===== src/rtl/sram_axi_pkg.sv =====
// rtl/sram_axi_pkg.sv - shared AXI constants, write-buffer states and index helper for sram_axi_bridge
package sram_axi_pkg;

   localparam logic [7:0] LEN_SINGLE = 8'd0;
   localparam logic [1:0] BURST_INCR = 2'b01;
   localparam logic [1:0] LOCK_NONE  = 2'b00;
   localparam logic [3:0] CACHE_NONE = 4'b0000;
   localparam logic [2:0] PROT_NONE  = 3'b000;

   typedef enum logic [1:0] {
      WR_IDLE      = 2'd0,
      WR_ADDR_DATA = 2'd1,
      WR_RESP      = 2'd2
   } wr_state_e;

   // Channel-index width; a single channel still needs one bit to hold index 0.
   function automatic int ch_idx_w(input int num_ch);
      return (num_ch > 1) ? $clog2(num_ch) : 1;
   endfunction

endpackage


===== src/rtl/bridge_ch_resp.sv =====
// rtl/bridge_ch_resp.sv - per-channel outstanding flag and registered completion/read-data
module bridge_ch_resp (
   input  logic        clk,
   input  logic        reset,
   input  logic        i_accept,
   input  logic        i_r_hit,
   input  logic        i_b_hit,
   input  logic [31:0] i_rdata,
   output logic        o_busy,
   output logic        o_data_ok,
   output logic [31:0] o_rdata
);

   logic        r_busy;
   logic        r_data_ok;
   logic [31:0] r_rdata;
   logic        w_done;

   // Responses for a channel with nothing outstanding (e.g. stale after reset) are dropped.
   assign w_done = r_busy & ~r_data_ok & (i_r_hit | i_b_hit);

   always_ff @(posedge clk) begin
      if (reset) begin
         r_busy    <= 1'b0;
         r_data_ok <= 1'b0;
         r_rdata   <= 32'd0;
      end else begin
         r_data_ok <= w_done;
         if (i_accept)
            r_busy <= 1'b1;
         else if (r_data_ok)
            r_busy <= 1'b0;
         if (w_done & i_r_hit)
            r_rdata <= i_rdata;
      end
   end

   assign o_busy    = r_busy;
   assign o_data_ok = r_data_ok;
   assign o_rdata   = r_rdata;

endmodule


===== src/rtl/sram_axi_bridge.sv =====
// rtl/sram_axi_bridge.sv - NUM_CH SRAM-like master channels onto one single-beat AXI3 master
module sram_axi_bridge
   import sram_axi_pkg::*;
#(
   parameter int NUM_CH = 2,
   parameter int ID_W   = 4
) (
   input  logic                   clk,
   input  logic                   reset,
   input  logic [NUM_CH-1:0]      s_req,
   input  logic [NUM_CH-1:0]      s_wr,
   input  logic [2*NUM_CH-1:0]    s_size,
   input  logic [4*NUM_CH-1:0]    s_wstrb,
   input  logic [32*NUM_CH-1:0]   s_addr,
   input  logic [32*NUM_CH-1:0]   s_wdata,
   output logic [NUM_CH-1:0]      s_addr_ok,
   output logic [NUM_CH-1:0]      s_data_ok,
   output logic [32*NUM_CH-1:0]   s_rdata,
   output logic [ID_W-1:0]        arid,
   output logic [31:0]            araddr,
   output logic [7:0]             arlen,
   output logic [2:0]             arsize,
   output logic [1:0]             arburst,
   output logic [1:0]             arlock,
   output logic [3:0]             arcache,
   output logic [2:0]             arprot,
   output logic                   arvalid,
   input  logic                   arready,
   input  logic [ID_W-1:0]        rid,
   input  logic [31:0]            rdata,
   input  logic [1:0]             rresp,
   input  logic                   rlast,
   input  logic                   rvalid,
   output logic                   rready,
   output logic [ID_W-1:0]        awid,
   output logic [31:0]            awaddr,
   output logic [7:0]             awlen,
   output logic [2:0]             awsize,
   output logic [1:0]             awburst,
   output logic [1:0]             awlock,
   output logic [3:0]             awcache,
   output logic [2:0]             awprot,
   output logic                   awvalid,
   input  logic                   awready,
   output logic [ID_W-1:0]        wid,
   output logic [31:0]            wdata,
   output logic [3:0]             wstrb,
   output logic                   wlast,
   output logic                   wvalid,
   input  logic                   wready,
   input  logic [ID_W-1:0]        bid,
   input  logic [1:0]             bresp,
   input  logic                   bvalid,
   output logic                   bready
);

   localparam int CH_IDX_W = ch_idx_w(NUM_CH);

   logic                r_axi_ready;
   logic                r_ar_valid;
   logic [31:0]         r_ar_addr;
   logic [1:0]          r_ar_size;
   logic [CH_IDX_W-1:0] r_ar_id;
   wr_state_e           r_wr_state;
   logic                r_aw_valid;
   logic                r_w_valid;
   logic [31:0]         r_wr_addr;
   logic [31:0]         r_wr_data;
   logic [3:0]          r_wr_strb;
   logic [1:0]          r_wr_size;
   logic [CH_IDX_W-1:0] r_wr_owner;

   logic [NUM_CH-1:0]   w_busy;
   logic [NUM_CH-1:0]   w_eligible;
   logic [NUM_CH-1:0]   w_grant;
   logic [NUM_CH-1:0]   w_r_hit;
   logic [NUM_CH-1:0]   w_b_hit;
   logic                w_grant_any;
   logic                w_grant_wr;
   logic [CH_IDX_W-1:0] w_grant_idx;
   logic [31:0]         w_sel_addr;
   logic [31:0]         w_sel_data;
   logic [3:0]          w_sel_strb;
   logic [1:0]          w_sel_size;
   logic                w_unused;

   // busy stays high through the data_ok cycle, so a completing channel waits one more cycle.
   always_comb begin
      w_eligible = '0;
      for (int c = 0; c < NUM_CH; c++) begin
         if (s_req[c] & ~w_busy[c] & ~reset) begin
            if (s_wr[c])
               w_eligible[c] = (r_wr_state == WR_IDLE);
            else
               w_eligible[c] = ~r_ar_valid &
                               ~((r_wr_state != WR_IDLE) && (r_wr_addr[31:2] == s_addr[c*32+2 +: 30]));
         end
      end
   end

   always_comb begin
      w_grant     = '0;
      w_grant_any = 1'b0;
      w_grant_wr  = 1'b0;
      w_grant_idx = '0;
      w_sel_addr  = 32'd0;
      w_sel_data  = 32'd0;
      w_sel_strb  = 4'd0;
      w_sel_size  = 2'd0;
      for (int c = 0; c < NUM_CH; c++) begin
         if (w_eligible[c]) begin
            w_grant     = '0;
            w_grant[c]  = 1'b1;
            w_grant_any = 1'b1;
            w_grant_wr  = s_wr[c];
            w_grant_idx = CH_IDX_W'(c);
            w_sel_addr  = s_addr[c*32 +: 32];
            w_sel_data  = s_wdata[c*32 +: 32];
            w_sel_strb  = s_wstrb[c*4 +: 4];
            w_sel_size  = s_size[c*2 +: 2];
         end
      end
   end

   always_ff @(posedge clk) begin
      if (reset) begin
         r_axi_ready <= 1'b0;
         r_ar_valid  <= 1'b0;
         r_ar_addr   <= 32'd0;
         r_ar_size   <= 2'd0;
         r_ar_id     <= '0;
         r_wr_state  <= WR_IDLE;
         r_aw_valid  <= 1'b0;
         r_w_valid   <= 1'b0;
         r_wr_addr   <= 32'd0;
         r_wr_data   <= 32'd0;
         r_wr_strb   <= 4'd0;
         r_wr_size   <= 2'd0;
         r_wr_owner  <= '0;
      end else begin
         r_axi_ready <= 1'b1;
         if (r_ar_valid & arready)
            r_ar_valid <= 1'b0;
         if (w_grant_any & ~w_grant_wr) begin
            r_ar_valid <= 1'b1;
            r_ar_addr  <= w_sel_addr;
            r_ar_size  <= w_sel_size;
            r_ar_id    <= w_grant_idx;
         end
         case (r_wr_state)
            WR_IDLE: begin
               if (w_grant_any & w_grant_wr) begin
                  r_wr_state <= WR_ADDR_DATA;
                  r_aw_valid <= 1'b1;
                  r_w_valid  <= 1'b1;
                  r_wr_addr  <= w_sel_addr;
                  r_wr_data  <= w_sel_data;
                  r_wr_strb  <= w_sel_strb;
                  r_wr_size  <= w_sel_size;
                  r_wr_owner <= w_grant_idx;
               end
            end
            WR_ADDR_DATA: begin
               if (awready) r_aw_valid <= 1'b0;
               if (wready)  r_w_valid  <= 1'b0;
               if ((~r_aw_valid | awready) & (~r_w_valid | wready))
                  r_wr_state <= WR_RESP;
            end
            WR_RESP: begin
               if (bvalid & r_axi_ready)
                  r_wr_state <= WR_IDLE;
            end
            default: r_wr_state <= WR_IDLE;
         endcase
      end
   end

   genvar g;
   generate
      for (g = 0; g < NUM_CH; g++) begin : g_ch
         assign w_r_hit[g] = rvalid & r_axi_ready & (rid == ID_W'(g));
         assign w_b_hit[g] = bvalid & r_axi_ready & (r_wr_state == WR_RESP) &
                             (r_wr_owner == CH_IDX_W'(g));
         bridge_ch_resp u_resp (
            .clk       (clk),
            .reset     (reset),
            .i_accept  (w_grant[g]),
            .i_r_hit   (w_r_hit[g]),
            .i_b_hit   (w_b_hit[g]),
            .i_rdata   (rdata),
            .o_busy    (w_busy[g]),
            .o_data_ok (s_data_ok[g]),
            .o_rdata   (s_rdata[g*32 +: 32])
         );
      end
   endgenerate

   assign w_unused  = ^{rresp, rlast, bid, bresp};

   assign s_addr_ok = w_grant;
   assign rready    = r_axi_ready;
   assign bready    = r_axi_ready;

   assign arid    = ID_W'(r_ar_id);
   assign araddr  = r_ar_addr;
   assign arlen   = LEN_SINGLE;
   assign arsize  = {1'b0, r_ar_size};
   assign arburst = BURST_INCR;
   assign arlock  = LOCK_NONE;
   assign arcache = CACHE_NONE;
   assign arprot  = PROT_NONE;
   assign arvalid = r_ar_valid;

   assign awid    = ID_W'(r_wr_owner);
   assign awaddr  = r_wr_addr;
   assign awlen   = LEN_SINGLE;
   assign awsize  = {1'b0, r_wr_size};
   assign awburst = BURST_INCR;
   assign awlock  = LOCK_NONE;
   assign awcache = CACHE_NONE;
   assign awprot  = PROT_NONE;
   assign awvalid = r_aw_valid;

   assign wid     = ID_W'(r_wr_owner);
   assign wdata   = r_wr_data;
   assign wstrb   = r_wr_strb;
   assign wlast   = 1'b1;
   assign wvalid  = r_w_valid;

endmodule


===== config.mk =====
export PLATFORM = sky130hd
export DESIGN_NAME = sram_axi_bridge
export DESIGN_NICKNAME = d
export VERILOG_FILES = /design/src/rtl/sram_axi_pkg.sv /design/src/rtl/bridge_ch_resp.sv /design/src/rtl/sram_axi_bridge.sv
export SDC_FILE = /design/constraint.sdc
export NUM_CORES = 1
export LEC_CHECK = 0
export BUFFER_PORTS_ARGS = -buffer_cell sky130_fd_sc_hd__buf_4
export CAP_MARGIN = 30
export CORE_AREA = 2 2 167 169
export CTS_BUF_LIST = sky130_fd_sc_hd__clkbuf_8
export CTS_CLUSTER_DIAMETER = 60
export DETAILED_ROUTE_END_ITERATION = 6
export DIE_AREA = 0 0 169 171
export PLACE_DENSITY = 0.64
export SLEW_MARGIN = 0
export SYNTH_ARGS = -nofsm -noshare
export SYNTH_HDL_FRONTEND = slang
export SYNTH_SLANG_ARGS = --single-unit

===== constraint.sdc =====
create_clock -name clk -period 3.48 [get_ports clk]
set_input_delay 0.522 -clock clk [delete_from_list [all_inputs] [get_ports clk]]
set_output_delay 0.522 -clock clk [all_outputs]
set_load 0.02 [all_outputs]

==> flow_summary_export.csv <==
group,metric,value,unit
global_routing,grt_use_met2,35.7,%
yosys,synth_compound_area_share,26.1,%
placed_design,io_buffers,366,
sta,worst_pin_slew,0.918,ns
yosys,synth_xor_area_share,6.27,%
cells_and_area,drive_gt1_share,35.0,%
cells_and_area,nets,1522,
global_routing,grtUsageMet1,25.3,%
sta,finClkSkew,0.0262,ns
cells_and_area,syn2layout_area_growth,39.2,%
floorplanning,start_util,30.7,%
clocking,cts_inserted_buffers,17,
run_status,status,"finished, final reports clean",
clocking,cts-root-buf,"clkbuf_8",
setup_path,r2r-start,"r_wr_state[0]",
route,vias_per_cell,5.05,
global_routing,use_met3,6.06,%
power,p_int,0.00327,W
sta,fin_crit_sh,93.8,%
yosys,synth_edf_count,0,
setup_path,cp-start-kind,"flip-flop",
clocking,tritoncts,"yes",
global_routing,antenna_found_initial,2,
yosys,synth_simple_gate_area_share,14.6,%
hold_path,hold_start,"rdata[21]",
yosys,ys_warn_count,0,
hold_path,hold_path_class,"in2reg",
yosys,synthTopCellsByCount,"dfxtp_1 (180), nand2_1 (169), a21oi_1 (141)",
sta,drv_slew,0,
placed_design,hpwl,22800,um
clocking,cts_buffer_depth,2,
floorplanning,die-area,28900,sq um
setup_path,cp.required,2.96,ns
clocking,cts.sink_count,180,
global_routing,grt_usage,21.0,%
yosys,synthCells,1010,
sta,final.min_clock_period,3.26,ns
power,combPwrFrac,23.2,%
route,vias,8510,
yosys,yosys.area.top_type,"dfxtp_1",
yosys,synth_top_family_by_area,"compound AO/OA/AOI/OAI gates",
sta,hold_slack,0.302,ns
sta,setup_tns,0,ns
yosys,synth_adder_area_share,0,%
yosys,synth_ff_type,"dfxtp_1",
yosys,synth.distinct_cells,38,
floorplanning,die_y,171,um
cells_and_area,layoutNonFillerInstCount,1685,
job,drv_cap,0,
route,drc,0,
yosys,syn-cell-area,8380,sq um
setup_path,endpoint_kind,"output port",
floorplanning,rows,61,
clocking,clk_latency,0.45,ns
global_routing,grt_max_degree,65,
global_routing,grt_pass1_wl,46900,um
setup_path,crit_path_start,"r_wr_state[0]",
yosys,synth.most_common_cell,"dfxtp_1",
global_routing,busiest_layer,"met2",
power,pwr-share-seq,46.0,%
global_routing,grt_pass1_vias,8145,
power,vdd_drop_max,205,uV
yosys,muxShareOfSynthArea,0.120,%
placed_design,numPlacedInstances,1652,
yosys,yosys.area.top_type_share,43.0,%
yosys,yosysSeqAreaShare,43.0,%
setup_path,worstSetupPathType,"reg2out",
setup_path,cp.arrival,2.74,ns
power,leakagePower,4.94,nW
clocking,clkSlewWorstSetupHoldPaths,0.12,ns
cells_and_area,n_fill_cell,2761,
cells_and_area,diodes,0,
yosys,synth_area_per_cell,8.29,sq um
floorplanning,dieWidth,169,um
setup_path,cp_max_fo,5,
floorplanning,coreArea,27300,sq um
sta,setup_violations,0,
global_routing,overflow,0,
yosys,ys_ff_latch,180,
placed_design,gp_congestion,0.895,
sta,grt_setup_unrepaired,"false",
route,wirelength,31500,um
sta,relSlewSlack,38.8,%
power,swShare,33.9,%
power,p_per_area,424,nW/um^2
floorplanning,io_pins,426,
power,switchingPower,0.00168,W
route,wl_per_cell,18.7,um
route,drt_iter0_drc,775,
route,antenna_left,0,
clocking,cts.htree.levels,4,
yosys,synthTopCellsByArea,"dfxtp_1 (43%), a21oi_1 (8.4%), nand2_1 (7.6%), a221oi_2 (5.4%), buf_4 (5.2%)",
route,drt_pass1_iterations,5,
yosys,async_flop_share,0,%
sta,hold_violations,0,
sta,fmax,306,MHz
power,p_clk_share,30.7,%
-- power groups by stage --
stage	clock, W	sequential (W)	combinational [W]
floorplan	0	0.00244	0.000525
global placement	0	0.00232	0.00114
detailed placement	0	0.00232	0.00115
CTS	0.00159	0.00228	0.00116
global route	0.00165	0.00229	0.00124
finish	0.00152	0.00228	0.00115
-- layout by cell type (no fill, tap or decap), types with 3 or more instances in the layout --
cell | netlist | routed
buf_4 | 58 | 388
dfxtp_1 | 180 | 180
nand2_1 | 169 | 168
a21oi_1 | 141 | 141
nor2_1 | 81 | 80
o21ai_0 | 70 | 70
conb_1 | 2 | 50
a221oi_1 | 40 | 40
a211oi_1 | 34 | 34
xor2_1 | 33 | 33
a221oi_2 | 30 | 30
xnor2_1 | 27 | 27
clkbuf_8 | 0 | 17
nor4_1 | 9 | 9
nand4_1 | 8 | 8
nor2b_1 | 8 | 6
inv_8 | 0 | 6
nand3_1 | 4 | 4
nand2b_1 | 4 | 4
inv_1 | 5 | 4
buf_12 | 0 | 4
clkinv_8 | 0 | 3
-- cell type report --
cell class | instances | area, sq um | share of cell area, %
Sequential cell | 180 | 3600 | 30.9
Tap cell | 346 | 433 | 3.71
Clock buffer | 17 | 234 | 2.01
Multi-Input combinational cell | 730 | 4190 | 35.9
Inverter | 5 | 18.8 | 0.161
Clock inverter | 15 | 185 | 1.59
Timing Repair Buffer | 392 | 2990 | 25.7
-- cell families after synthesis --
logic type	Yosys count
DFF	180
xor gates and xnor gates	60
other	2
buffers and inverters	148
muxes	1
and+or+nand+nor	295
AOI/OAI and AO/OA	324
-- timing repair --
action | in CTS | in global routing
gates cloned | 0 | 0
hold buffers | 0 | 0
buffers inserted | 0 | 1
gates resized for setup | 0 | 1
pin swaps | 1 | 1
setup endpoints to repair | 1 | 1
-- flip-flops by register name, indices dropped and copies added (netlist names), 2 cells and up --
name and flops:
g_ch.u_resp.o_data_ok 2, awaddr 32, r_wr_size 2, g_ch.u_resp.o_rdata 64, g_ch.u_resp.o_busy 2, wstrb 4, araddr 32, wdata 32
r_ar_size 2, r_wr_state 2
-- critical path: stages, from the launching register on --
cell and delay [ns]:
dfxtp_1 0.51, nor2_2 0.11, or4_1 0.59, nor4_4 0.25
a21oi_4 0.13, a211oi_4 0.37, buf_4 0.19, buf_4 0.14
-- per-layer routing --
metal / routed length [um] / up-vias / share of wire (%)
met1: 13100 / 4014 / 42
met4: 818 / 4 / 2.6
li1: - / 4058 / -
met2: 15100 / 389 / 48
met3: 2470 / 45 / 7.9
met5: 27 / - / 0.086
-- worst paths after layout --
kind | end | slack [ns] | cells past startpoint
max reg2reg | araddr[2] | 0.51 | 9
max | s_addr_ok[0] | 0.22 | 7
min | g_ch[0].u_resp.o_rdata[21] | 0.30 | 3
min reg2reg | g_ch[1].u_resp.o_rdata[27] | 0.46 | 2
-- through the flow --
stage	cell area (sq um)	setup WS [ns]	util (%)	power, W
floorplan	8560	0.754	-	0.00296
global placement	11200	0.319	40.9	0.00346
detailed placement	11200	0.313	41.1	0.00348
CTS	11600	0.0144	42.6	0.00502
global route	11700	0.0408	42.7	0.00518
finish	11700	0.217	42.7	0.00494
Power figures use the tool's default switching activity.
